===== src/rtl/edge_pkg.sv =====
// Shared definitions for the multi-channel edge detector: edge-mode
// encodings and small helpers that decode which directions are enabled.
package edge_pkg;

    typedef logic [1:0] edge_mode_t;

    localparam edge_mode_t MODE_NONE = 2'b00;
    localparam edge_mode_t MODE_RISE = 2'b01;
    localparam edge_mode_t MODE_FALL = 2'b10;
    localparam edge_mode_t MODE_BOTH = 2'b11;

    function automatic logic mode_rise_en(input edge_mode_t m);
        return (m == MODE_RISE) || (m == MODE_BOTH);
    endfunction

    function automatic logic mode_fall_en(input edge_mode_t m);
        return (m == MODE_FALL) || (m == MODE_BOTH);
    endfunction

endpackage


===== src/rtl/multi_edge_detector_if.sv =====
// Bundle of the detector's data/control signals. The master side drives the
// raw inputs and controls; the slave side (the detector) returns the
// filtered levels, ticks and counters.
interface multi_edge_detector_if #(
    parameter int N_CH    = 4,
    parameter int COUNT_W = 8
);
    import edge_pkg::*;

    logic [N_CH-1:0]         signal_in;
    edge_mode_t              mode;
    logic                    count_clr;
    logic [N_CH-1:0]         level;
    logic [N_CH-1:0]         rise_tick;
    logic [N_CH-1:0]         fall_tick;
    logic [N_CH-1:0]         edge_tick;
    logic [N_CH-1:0]         glitch_tick;
    logic [N_CH*COUNT_W-1:0] edge_count;

    modport master (
        output signal_in, mode, count_clr,
        input  level, rise_tick, fall_tick, edge_tick, glitch_tick, edge_count
    );

    modport slave (
        input  signal_in, mode, count_clr,
        output level, rise_tick, fall_tick, edge_tick, glitch_tick, edge_count
    );

endinterface


===== src/rtl/edge_filter_ch.sv =====
// One detector channel: synchroniser chain, stable-count debounce filter,
// mode-gated registered ticks and a saturating edge counter.
module edge_filter_ch
    import edge_pkg::*;
#(
    parameter int SYNC_STAGES   = 2,
    parameter int STABLE_CYCLES = 4,
    parameter int COUNT_W       = 8,
    parameter bit INIT_LEVEL    = 1'b0
) (
    input  logic               clk,
    input  logic               reset,
    input  logic               sig,
    input  edge_mode_t         mode,
    input  logic               count_clr,
    output logic               level,
    output logic               rise_tick,
    output logic               fall_tick,
    output logic               edge_tick,
    output logic               glitch_tick,
    output logic [COUNT_W-1:0] edge_count
);

    localparam int CNT_W = (STABLE_CYCLES > 1) ? $clog2(STABLE_CYCLES) : 1;
    localparam logic [CNT_W-1:0]   CNT_LAST = CNT_W'(STABLE_CYCLES - 1);
    localparam logic [COUNT_W-1:0] EC_MAX   = '1;

    logic             s;
    logic [CNT_W-1:0] cnt;
    logic             rise_en;
    logic             fall_en;

    assign rise_en = mode_rise_en(mode);
    assign fall_en = mode_fall_en(mode);

    generate
        if (SYNC_STAGES == 0) begin : g_nosync
            assign s = sig;
        end else begin : g_sync
            // Bit 0 is the first stage; the oldest sample leaves at the top.
            logic [SYNC_STAGES-1:0] sync_q;

            // Shift the raw input through the synchroniser chain.
            always_ff @(posedge clk) begin
                if (reset) sync_q <= {SYNC_STAGES{INIT_LEVEL}};
                else       sync_q <= (sync_q << 1) | SYNC_STAGES'(sig);
            end

            assign s = sync_q[SYNC_STAGES-1];
        end
    endgenerate

    // Debounce: a differing sample must persist STABLE_CYCLES edges to flip level.
    always_ff @(posedge clk) begin
        if (reset) begin
            level       <= INIT_LEVEL;
            cnt         <= '0;
            rise_tick   <= 1'b0;
            fall_tick   <= 1'b0;
            edge_tick   <= 1'b0;
            glitch_tick <= 1'b0;
        end else begin
            rise_tick   <= 1'b0;
            fall_tick   <= 1'b0;
            edge_tick   <= 1'b0;
            glitch_tick <= 1'b0;
            if (s == level) begin
                // A non-zero count means a change was pending and just aborted.
                cnt         <= '0;
                glitch_tick <= (cnt != '0);
            end else if (cnt == CNT_LAST) begin
                level     <= s;
                cnt       <= '0;
                rise_tick <= s & rise_en;
                fall_tick <= ~s & fall_en;
                edge_tick <= s ? rise_en : fall_en;
            end else begin
                cnt <= cnt + 1'b1;
            end
        end
    end

    // Count qualified ticks one cycle after they appear; clear wins, saturate at max.
    always_ff @(posedge clk) begin
        if (reset || count_clr)                     edge_count <= '0;
        else if (edge_tick && (edge_count != EC_MAX)) edge_count <= edge_count + 1'b1;
    end

endmodule


===== src/rtl/multi_edge_detector.sv =====
// N-channel edge detector top: one edge_filter_ch per input bit, outputs
// concatenated onto the interface buses.
module multi_edge_detector
    import edge_pkg::*;
#(
    parameter int N_CH          = 4,
    parameter int SYNC_STAGES   = 2,
    parameter int STABLE_CYCLES = 4,
    parameter int COUNT_W       = 8,
    parameter bit INIT_LEVEL    = 1'b0
) (
    input logic                  clk,
    input logic                  reset,
    multi_edge_detector_if.slave bus
);

    generate
        for (genvar i = 0; i < N_CH; i++) begin : g_ch
            edge_filter_ch #(
                .SYNC_STAGES  (SYNC_STAGES),
                .STABLE_CYCLES(STABLE_CYCLES),
                .COUNT_W      (COUNT_W),
                .INIT_LEVEL   (INIT_LEVEL)
            ) u_ch (
                .clk        (clk),
                .reset      (reset),
                .sig        (bus.signal_in[i]),
                .mode       (bus.mode),
                .count_clr  (bus.count_clr),
                .level      (bus.level[i]),
                .rise_tick  (bus.rise_tick[i]),
                .fall_tick  (bus.fall_tick[i]),
                .edge_tick  (bus.edge_tick[i]),
                .glitch_tick(bus.glitch_tick[i]),
                .edge_count (bus.edge_count[i*COUNT_W +: COUNT_W])
            );
        end
    endgenerate

endmodule


===== src/flat_wrapper.sv =====
// flat-port wrapper written by rule: the top's interface ports become plain ports
module multi_edge_detector_flat import edge_pkg::*;
#(
    parameter int N_CH          = 4,
    parameter int SYNC_STAGES   = 2,
    parameter int STABLE_CYCLES = 4,
    parameter int COUNT_W       = 8,
    parameter bit INIT_LEVEL    = 1'b0
)
  (clk, reset, bus_signal_in, bus_mode, bus_count_clr, bus_level, bus_rise_tick, bus_fall_tick, bus_edge_tick, bus_glitch_tick, bus_edge_count);
  multi_edge_detector_if #(.N_CH(N_CH), .COUNT_W(COUNT_W)) bus_i ();
  input logic clk;
  input logic reset;
  input wire logic [$bits(bus_i.signal_in)-1:0] bus_signal_in;
  input wire logic [$bits(bus_i.mode)-1:0] bus_mode;
  input wire logic [$bits(bus_i.count_clr)-1:0] bus_count_clr;
  output wire logic [$bits(bus_i.level)-1:0] bus_level;
  output wire logic [$bits(bus_i.rise_tick)-1:0] bus_rise_tick;
  output wire logic [$bits(bus_i.fall_tick)-1:0] bus_fall_tick;
  output wire logic [$bits(bus_i.edge_tick)-1:0] bus_edge_tick;
  output wire logic [$bits(bus_i.glitch_tick)-1:0] bus_glitch_tick;
  output wire logic [$bits(bus_i.edge_count)-1:0] bus_edge_count;
  assign bus_i.signal_in = bus_signal_in;
  assign bus_i.mode = bus_mode;
  assign bus_i.count_clr = bus_count_clr;
  assign bus_level = bus_i.level;
  assign bus_rise_tick = bus_i.rise_tick;
  assign bus_fall_tick = bus_i.fall_tick;
  assign bus_edge_tick = bus_i.edge_tick;
  assign bus_glitch_tick = bus_i.glitch_tick;
  assign bus_edge_count = bus_i.edge_count;
  multi_edge_detector #(.N_CH(N_CH), .SYNC_STAGES(SYNC_STAGES), .STABLE_CYCLES(STABLE_CYCLES), .COUNT_W(COUNT_W), .INIT_LEVEL(INIT_LEVEL)) u_core (.clk(clk), .reset(reset), .bus(bus_i));
endmodule

===== config.mk =====
export PLATFORM = sky130hd
export DESIGN_NAME = multi_edge_detector_flat
export DESIGN_NICKNAME = d
export VERILOG_FILES = /design/src/rtl/edge_pkg.sv /design/src/rtl/multi_edge_detector_if.sv /design/src/rtl/edge_filter_ch.sv /design/src/rtl/multi_edge_detector.sv /design/src/flat_wrapper.sv
export SDC_FILE = /design/constraint.sdc
export NUM_CORES = 1
export LEC_CHECK = 0
export ABC_AREA = 1
export CAP_MARGIN = 20
export CORE_UTILIZATION = 45
export DETAILED_ROUTE_END_ITERATION = 7
export PLACE_DENSITY_LB_ADDON = 0.15
export SYNTH_ARGS = -nofsm -noshare
export SYNTH_HDL_FRONTEND = slang
export SYNTH_SLANG_ARGS = --single-unit

===== constraint.sdc =====
create_clock -name clk -period 1.8 [get_ports clk]
set_input_delay 0.36 -clock clk [delete_from_list [all_inputs] [get_ports clk]]
set_output_delay 0.36 -clock clk [all_outputs]
set_load 0.1 [all_outputs]

==> results of run 1 <==
==> state kept, by name, indices dropped and copies added, names as in the netlist <==
signal                          cells
u_core.g_ch.u_ch.cnt                8
u_core.g_ch.u_ch.glitch_tick        4
u_core.g_ch.u_ch.g_sync.sync_q      8
u_core.g_ch.u_ch.rise_tick          4
u_core.g_ch.u_ch.fall_tick          4
u_core.g_ch.u_ch.edge_count        32
u_core.g_ch.u_ch.level              4
u_core.g_ch.u_ch.edge_tick          4
==> worst register-to-register path, cell delays in order, from the launching register on <==
cell and delay (ns):
dfxtp_2 0.39, ha_1 0.25, nand2_2 0.09, nor2_4 0.15
nand3_1 0.10, a21oi_1 0.18, nor2_1 0.05
==> power by group <==
group          switching [W]  total (W)  leakage (nW)  internal, W
Clock               0.000572    0.00149         0.120     0.000923
Combinational      0.0000633   0.000109          1.11    0.0000458
Sequential        0.00000811    0.00152         0.556      0.00152
Total               0.000643    0.00313          1.78      0.00248
==> area by class of cell <==
cell class	count	area (um2)	share of cell area
sequential	68	1380	0.304
multi-input combinational	276	1360	0.301
timing repair buffer	63	1160	0.256
inverter	71	267	0.0589
clock buffer	10	128	0.0282
tap	96	120	0.0266
clock inverter	6	113	0.0249
==> final timing paths <==
kind | start | endpoint | slack, ns
setup / recovery | u_core.g_ch[0].u_ch.edge_tick | bus_edge_tick[0] | 0.28
hold / removal | u_core.g_ch[0].u_ch.g_sync.sync_q[0] | u_core.g_ch[0].u_ch.g_sync.sync_q[1] | 0.40
setup reg to reg | u_core.g_ch[0].u_ch.edge_count[0] | u_core.g_ch[0].u_ch.edge_count[5] | 0.50
hold reg to reg | u_core.g_ch[0].u_ch.g_sync.sync_q[0] | u_core.g_ch[0].u_ch.g_sync.sync_q[1] | 0.40
==> synth_stat cells <==
master / number
nand2_1: 90
inv_1: 71
dfxtp_1: 68
nor2_1: 68
a21oi_1: 34
nand3_1: 31
buf_4: 23
ha_1: 12
nand4_1: 8
o21ai_0: 8
nor2_2: 6
nor3_1: 5
nor2_4: 4
a21o_1: 3
buf_2: 2
nand2_2: 2
nand3_4: 2
nand3b_1: 2
buf_6: 1
clkbuf_1: 1
nand2_4: 1
==> layer usage <==
metal,wire (um),GRT usage
met3,269,0.0533
met1,2740,0.212
met4,110,0.0803
met5,0,0
met2,3110,0.313
==> stage by stage <==
step	total power [W]	setup WS [ns]	hold slack [ns]
after global placement	0.00166	0.218	0.390
after floorplan	0.00162	0.0112	0.388
after global routing	0.00324	0.196	0.427
final	0.00313	0.281	0.404
after detailed placement	0.00167	0.175	0.393
after CTS	0.00316	0.252	0.404
==> logic make-up (layout without fill, tap and decap cells) <==
| logic type | count (synthesis) | after routing | synth area share |
|---|---|---|---|
| adders and majority gates | 12 | 12 | 0.0471 |
| DFF | 68 | 68 | 0.427 |
| and+or+nand+nor | 219 | 219 | 0.307 |
| buffers and inverters | 98 | 150 | 0.146 |
| AOI/OAI and AO/OA | 45 | 45 | 0.0730 |
==> flow_summary_export.csv, run 1 <==
group,metric,value,unit
outcome,status,"finished clean",
min_path,worstHoldPathCells,2,
sta,fin_crit_sh,0.844,
clock_network,cts_tree,"yes",
clock_network,cts_buffers,9,
worst_setup_path,cp_num_cells,2,
floorplan,start_util,0.467,
cells_and_area,num_antenna_cells,0,
placed_design,port_buffers,60,
yosys,synthesis.area,3190,um2
drt,wl_per_cell,10.6,um
yosys,yosys.area.top_type,"dfxtp_1",
global_route,grt_pass1_vias,2544,
global_route,grt_max_degree,21,
pwr,powerDensity,692,nW/um2
floorplan,die_w,86.2,um
cells_and_area,drive_above_1_share,0.196,
yosys,seq_area_frac_synth,0.427,
sta,finalHoldViolations,0,
drt,avgViaCountPerCell,4.75,
worst_setup_path,worstSetupPathType,"flop to output pin",
cells_and_area,fillers,586,
clock_network,cts-resized-gates,0,
yosys,synth_cells,442,
sta,finalSetupViolCount,0,
worst_setup_path,r2r_cells,6,
drt,drt-total-wl,6230,um
clock_network,cts.path.max_buffers,2,
floorplan,row_count,30,
global_route,grt.total_usage,0.183,
cells_and_area,final_cells,590,
clock_network,post-cts-setup-buffers,0,
floorplan,pin_count,61,
sta,fin_skew,0.00869,ns
yosys,synth_top_area_share,0.427,
worst_setup_path,worstPathCellList,"buf_4 -> buf_12",
flow_run,max-cap-violations,0,
worst_setup_path,start_kind,"flop",
clock_network,postCtsHoldBufs,0,
clock_network,clock-sinks,68,
worst_setup_path,crit_arrival,1.16,ns
worst_setup_path,critPathBufInv,2,
drt,firstDrtPassIters,4,
placed_design,gp_congestion,0.858,
cells_and_area,final_area,4520,um2
pwr,p_leak,1.78,nW
yosys,syn_area_per_cell,7.21,um2
worst_setup_path,crit_path_end_kind,"output pin",
drt,post-route-drc-count,0,
placed_design,placed_cell_area,4280,um2
yosys,synth_nets,463,
placed_design,dp.cells,574,
worst_setup_path,timing.critical_path.max_delay_family,"flip-flops",
drt,via_count,2803,
yosys,synth-warning-count,0,
yosys,synth_area_leaders,"dfxtp_1, nand2_1, inv_1, nor2_1, buf_4",
yosys,synth-seq-cells,68,
clock_network,clk_pin_slew_worst_paths,0.08,ns
sta,rsz0062_at_grt,"false",
clock_network,clkLatencyLatePin,0.34,ns
cells_and_area,final_core_util,0.662,
clock_network,cts_root_buf,"clkbuf_8",
floorplan,fp.dieH,86.2,um
sta,tns,0,ns
sta,tightest_slew,0.390,ns
sta,period_minus_slack,1.52,ns
worst_setup_path,critPathMaxStageDelay,0.45,ns
worst_setup_path,crit_slowest_cell,"dfxtp_1",
cells_and_area,finalNetCount,510,
cells_and_area,layout_common_cells,"nand2_1, inv_1, nor2_1, dfxtp_1, buf_12",
floorplan,dieArea,7430,um2
worst_setup_path,cp_max_fo,7,
worst_setup_path,required,1.44,ns
cells_and_area,final_common_cell,"nand2_1",
global_route,gr-total-overflow,0,
drt,detail-route-antenna-nets,0,
floorplan,core_area,6830,um2
sta,fmax,658,MHz
cells_and_area,area_growth,41.8,%
yosys,synth_cell_types,21,
global_route,grt_antenna_before_repair,0,
pwr,vdd_drop_max,0.554,mV
sta,slew_headroom,0.740,
global_route,grt_pass1_wl,10700,um
sta,drv_slew,0,
placed_design,hpwl,4710,um
drt,drt_iter0_markers,117,
min_path,min_path_type,"flop to flop",
clock_network,htreeDepth,3,
Note: power is estimated with default switching activity, not from simulation.
==> run 2: changes to the inputs <==
==> constraint.sdc (replaced) <==
create_clock -name clk -period 1.5 [get_ports clk]
set_input_delay 0.3 -clock clk [delete_from_list [all_inputs] [get_ports clk]]
set_output_delay 0.3 -clock clk [all_outputs]
set_load 0.1 [all_outputs]
==> flow_summary_export.csv, run 2 (same netlist as run 1, synthesis figures left out) <==
group,metric,value,unit
floorplan,die_w,86.2,um
worst_setup_path,required,1.20,ns
floorplan,start_util,0.467,
clock_network,clk_pin_slew_worst_paths,0.07,ns
sta,hold_slack,0.402,ns
floorplan,core_area,6830,um2
floorplan,fp.dieH,86.2,um
sta,fmax,697,MHz
worst_setup_path,worstSetupPathType,"flop to output pin",
pwr,powerDensity,751,nW/um2
clock_network,clock-sinks,68,
drt,post-route-drc-count,0,
drt,drt-total-wl,6310,um
worst_setup_path,r2r_start,"u_core.g_ch[1].u_ch.edge_count[0]",
worst_setup_path,r2r_cells,7,
global_route,grt_pass1_vias,2623,
cells_and_area,final_common_cell,"nand2_1",
min_path,worstHoldPathCells,2,
drt,drt_iter0_markers,91,
sta,rsz0062_at_grt,"false",
cells_and_area,finalNetCount,513,
worst_setup_path,reg2reg_setup_slack,0.20,ns
global_route,grt.total_usage,0.184,
sta,tightest_slew,0.397,ns
clock_network,cts_buffers,9,
placed_design,gp_congestion,0.865,
sta,fin_skew,0.00513,ns
worst_setup_path,critPathMaxStageDelay,0.57,ns
worst_setup_path,worstPathCellList,"buf_12",
sta,fin_crit_sh,0.956,
cells_and_area,layout_common_cells,"nand2_1, inv_1, nor2_1, buf_12, dfxtp_1",
floorplan,row_count,30,
clock_network,cts_tree,"yes",
drt,wl_per_cell,10.6,um
sta,drv_slew,0,
min_path,min_path_type,"flop to flop",
drt,via_count,2794,
cells_and_area,regMostFlops,"u_core.g_ch.u_ch.edge_count",
worst_setup_path,crit_slowest_cell,"dfxtp_1",
pwr,vdd_drop_max,0.590,mV
pwr,finalPower,0.00342,W
worst_setup_path,r2r_end,"u_core.g_ch[1].u_ch.edge_count[1]",
drt,avgViaCountPerCell,4.71,
global_route,grt_max_degree,21,
clock_network,htreeDepth,3,
worst_setup_path,timing.critical_path.max_delay_family,"flip-flops",
global_route,grt_pass1_wl,10900,um
worst_setup_path,critPathBufInv,1,
min_path,holdPathEnd,"u_core.g_ch[1].u_ch.g_sync.sync_q[1]",
cells_and_area,multi_input_area,1360,um2
cells_and_area,largest_register_ffs,32,
placed_design,hpwl,4770,um
flow_run,max-cap-violations,0,
worst_setup_path,cp_max_fo,9,
drt,firstDrtPassIters,4,
floorplan,dieArea,7430,um2
cells_and_area,num_antenna_cells,0,
cells_and_area,reg.largest.list,"u_core.g_ch.u_ch.edge_count (32), u_core.g_ch.u_ch.cnt (8), u_core.g_ch.u_ch.g_sync.sync_q (8)",
outcome,status,"finished clean",
cells_and_area,fillers,574,
cells_and_area,seqCellArea,1420,um2
pwr,p_leak,1.80,nW
global_route,grt_antenna_before_repair,0,
worst_setup_path,crit_path_end_kind,"output pin",
placed_design,port_buffers,60,
worst_setup_path,crit_arrival,1.13,ns
clock_network,cts.path.max_buffers,2,
sta,finalSetupViolCount,0,
min_path,min_from,"u_core.g_ch[1].u_ch.g_sync.sync_q[0]",
global_route,gr-total-overflow,0,
clock_network,cts_root_buf,"clkbuf_8",
floorplan,pin_count,61,
drt,detail-route-antenna-nets,0,
sta,finalHoldViolations,0,
sta,period_minus_slack,1.43,ns
sta,slew_headroom,0.735,
worst_setup_path,start_kind,"flop",
cells_and_area,drive_above_1_share,0.245,
cells_and_area,area_growth,42.9,%
clock_network,clkLatencyLatePin,0.34,ns
## run 2: layout make-up
type | count | share of cell area
Clock inverter | 7 | 0.0148
Sequential cell | 68 | 0.312
Multi-Input combinational cell | 276 | 0.299
Clock buffer | 9 | 0.0272
Timing Repair Buffer | 66 | 0.262
Inverter | 71 | 0.0585
Tap cell | 96 | 0.0264
## run 2: what timing repair did
| item | CTS | global route |
|---|---|---|
| endpoints found under the hold margin | 0 | 0 |
| resized for setup | 1 | 0 |
| hold buffers | 0 | 0 |
| setup buffers | 0 | 0 |
| endpoints found under the setup margin | 1 | 0 |
## run 2: routing by layer
metal | global-route usage | wire [um] | vias up
li1 | - | - | 1450
met1 | 0.213 | 2800 | 1289
met2 | 0.326 | 3260 | 46
met3 | 0.0343 | 157 | 9
met4 | 0.0894 | 95 | 0
met5 | 0 | 0 | -
## run 2: metrics by stage
| stage | worst slack [ns] | setup TNS [ns] | cell area [um2] | instances | util |
|---|---|---|---|---|---|
| floorplan | 0.00931 | 0 | 3250 | 442 | - |
| global placement | 0.0342 | 0 | 4360 | 577 | 0.638 |
| detailed placement | -0.0137 | -0.0137 | 4360 | 577 | 0.638 |
| CTS | 0.0311 | 0 | 4550 | 593 | 0.667 |
| global route | 0.00576 | 0 | 4550 | 593 | 0.667 |
| finish | 0.0655 | 0 | 4550 | 593 | 0.667 |
## run 2: how the worst max path moves through the flow
| stage | cells after the start | start | end |
|---|---|---|---|
| floorplan | 5 | u_core.g_ch[2].u_ch.edge_count[3] | u_core.g_ch[2].u_ch.edge_count[5] |
| global placement | 5 | reset | u_core.g_ch[3].u_ch.level |
| detailed placement | 5 | reset | u_core.g_ch[1].u_ch.edge_tick |
| CTS | 1 | u_core.g_ch[1].u_ch.edge_tick | bus_edge_tick[1] |
| global route | 1 | u_core.g_ch[1].u_ch.edge_tick | bus_edge_tick[1] |
| finish | 1 | u_core.g_ch[1].u_ch.edge_tick | bus_edge_tick[1] |
## run 2: power by group
| group | internal (W) | leakage [nW] | total (W) | switching (W) |
|---|---|---|---|---|
| registers | 0.00180 | 0.569 | 0.00181 | 0.00000948 |
| clock network | 0.000761 | 0.103 | 0.00147 | 0.000707 |
| logic | 0.0000600 | 1.13 | 0.000138 | 0.0000783 |
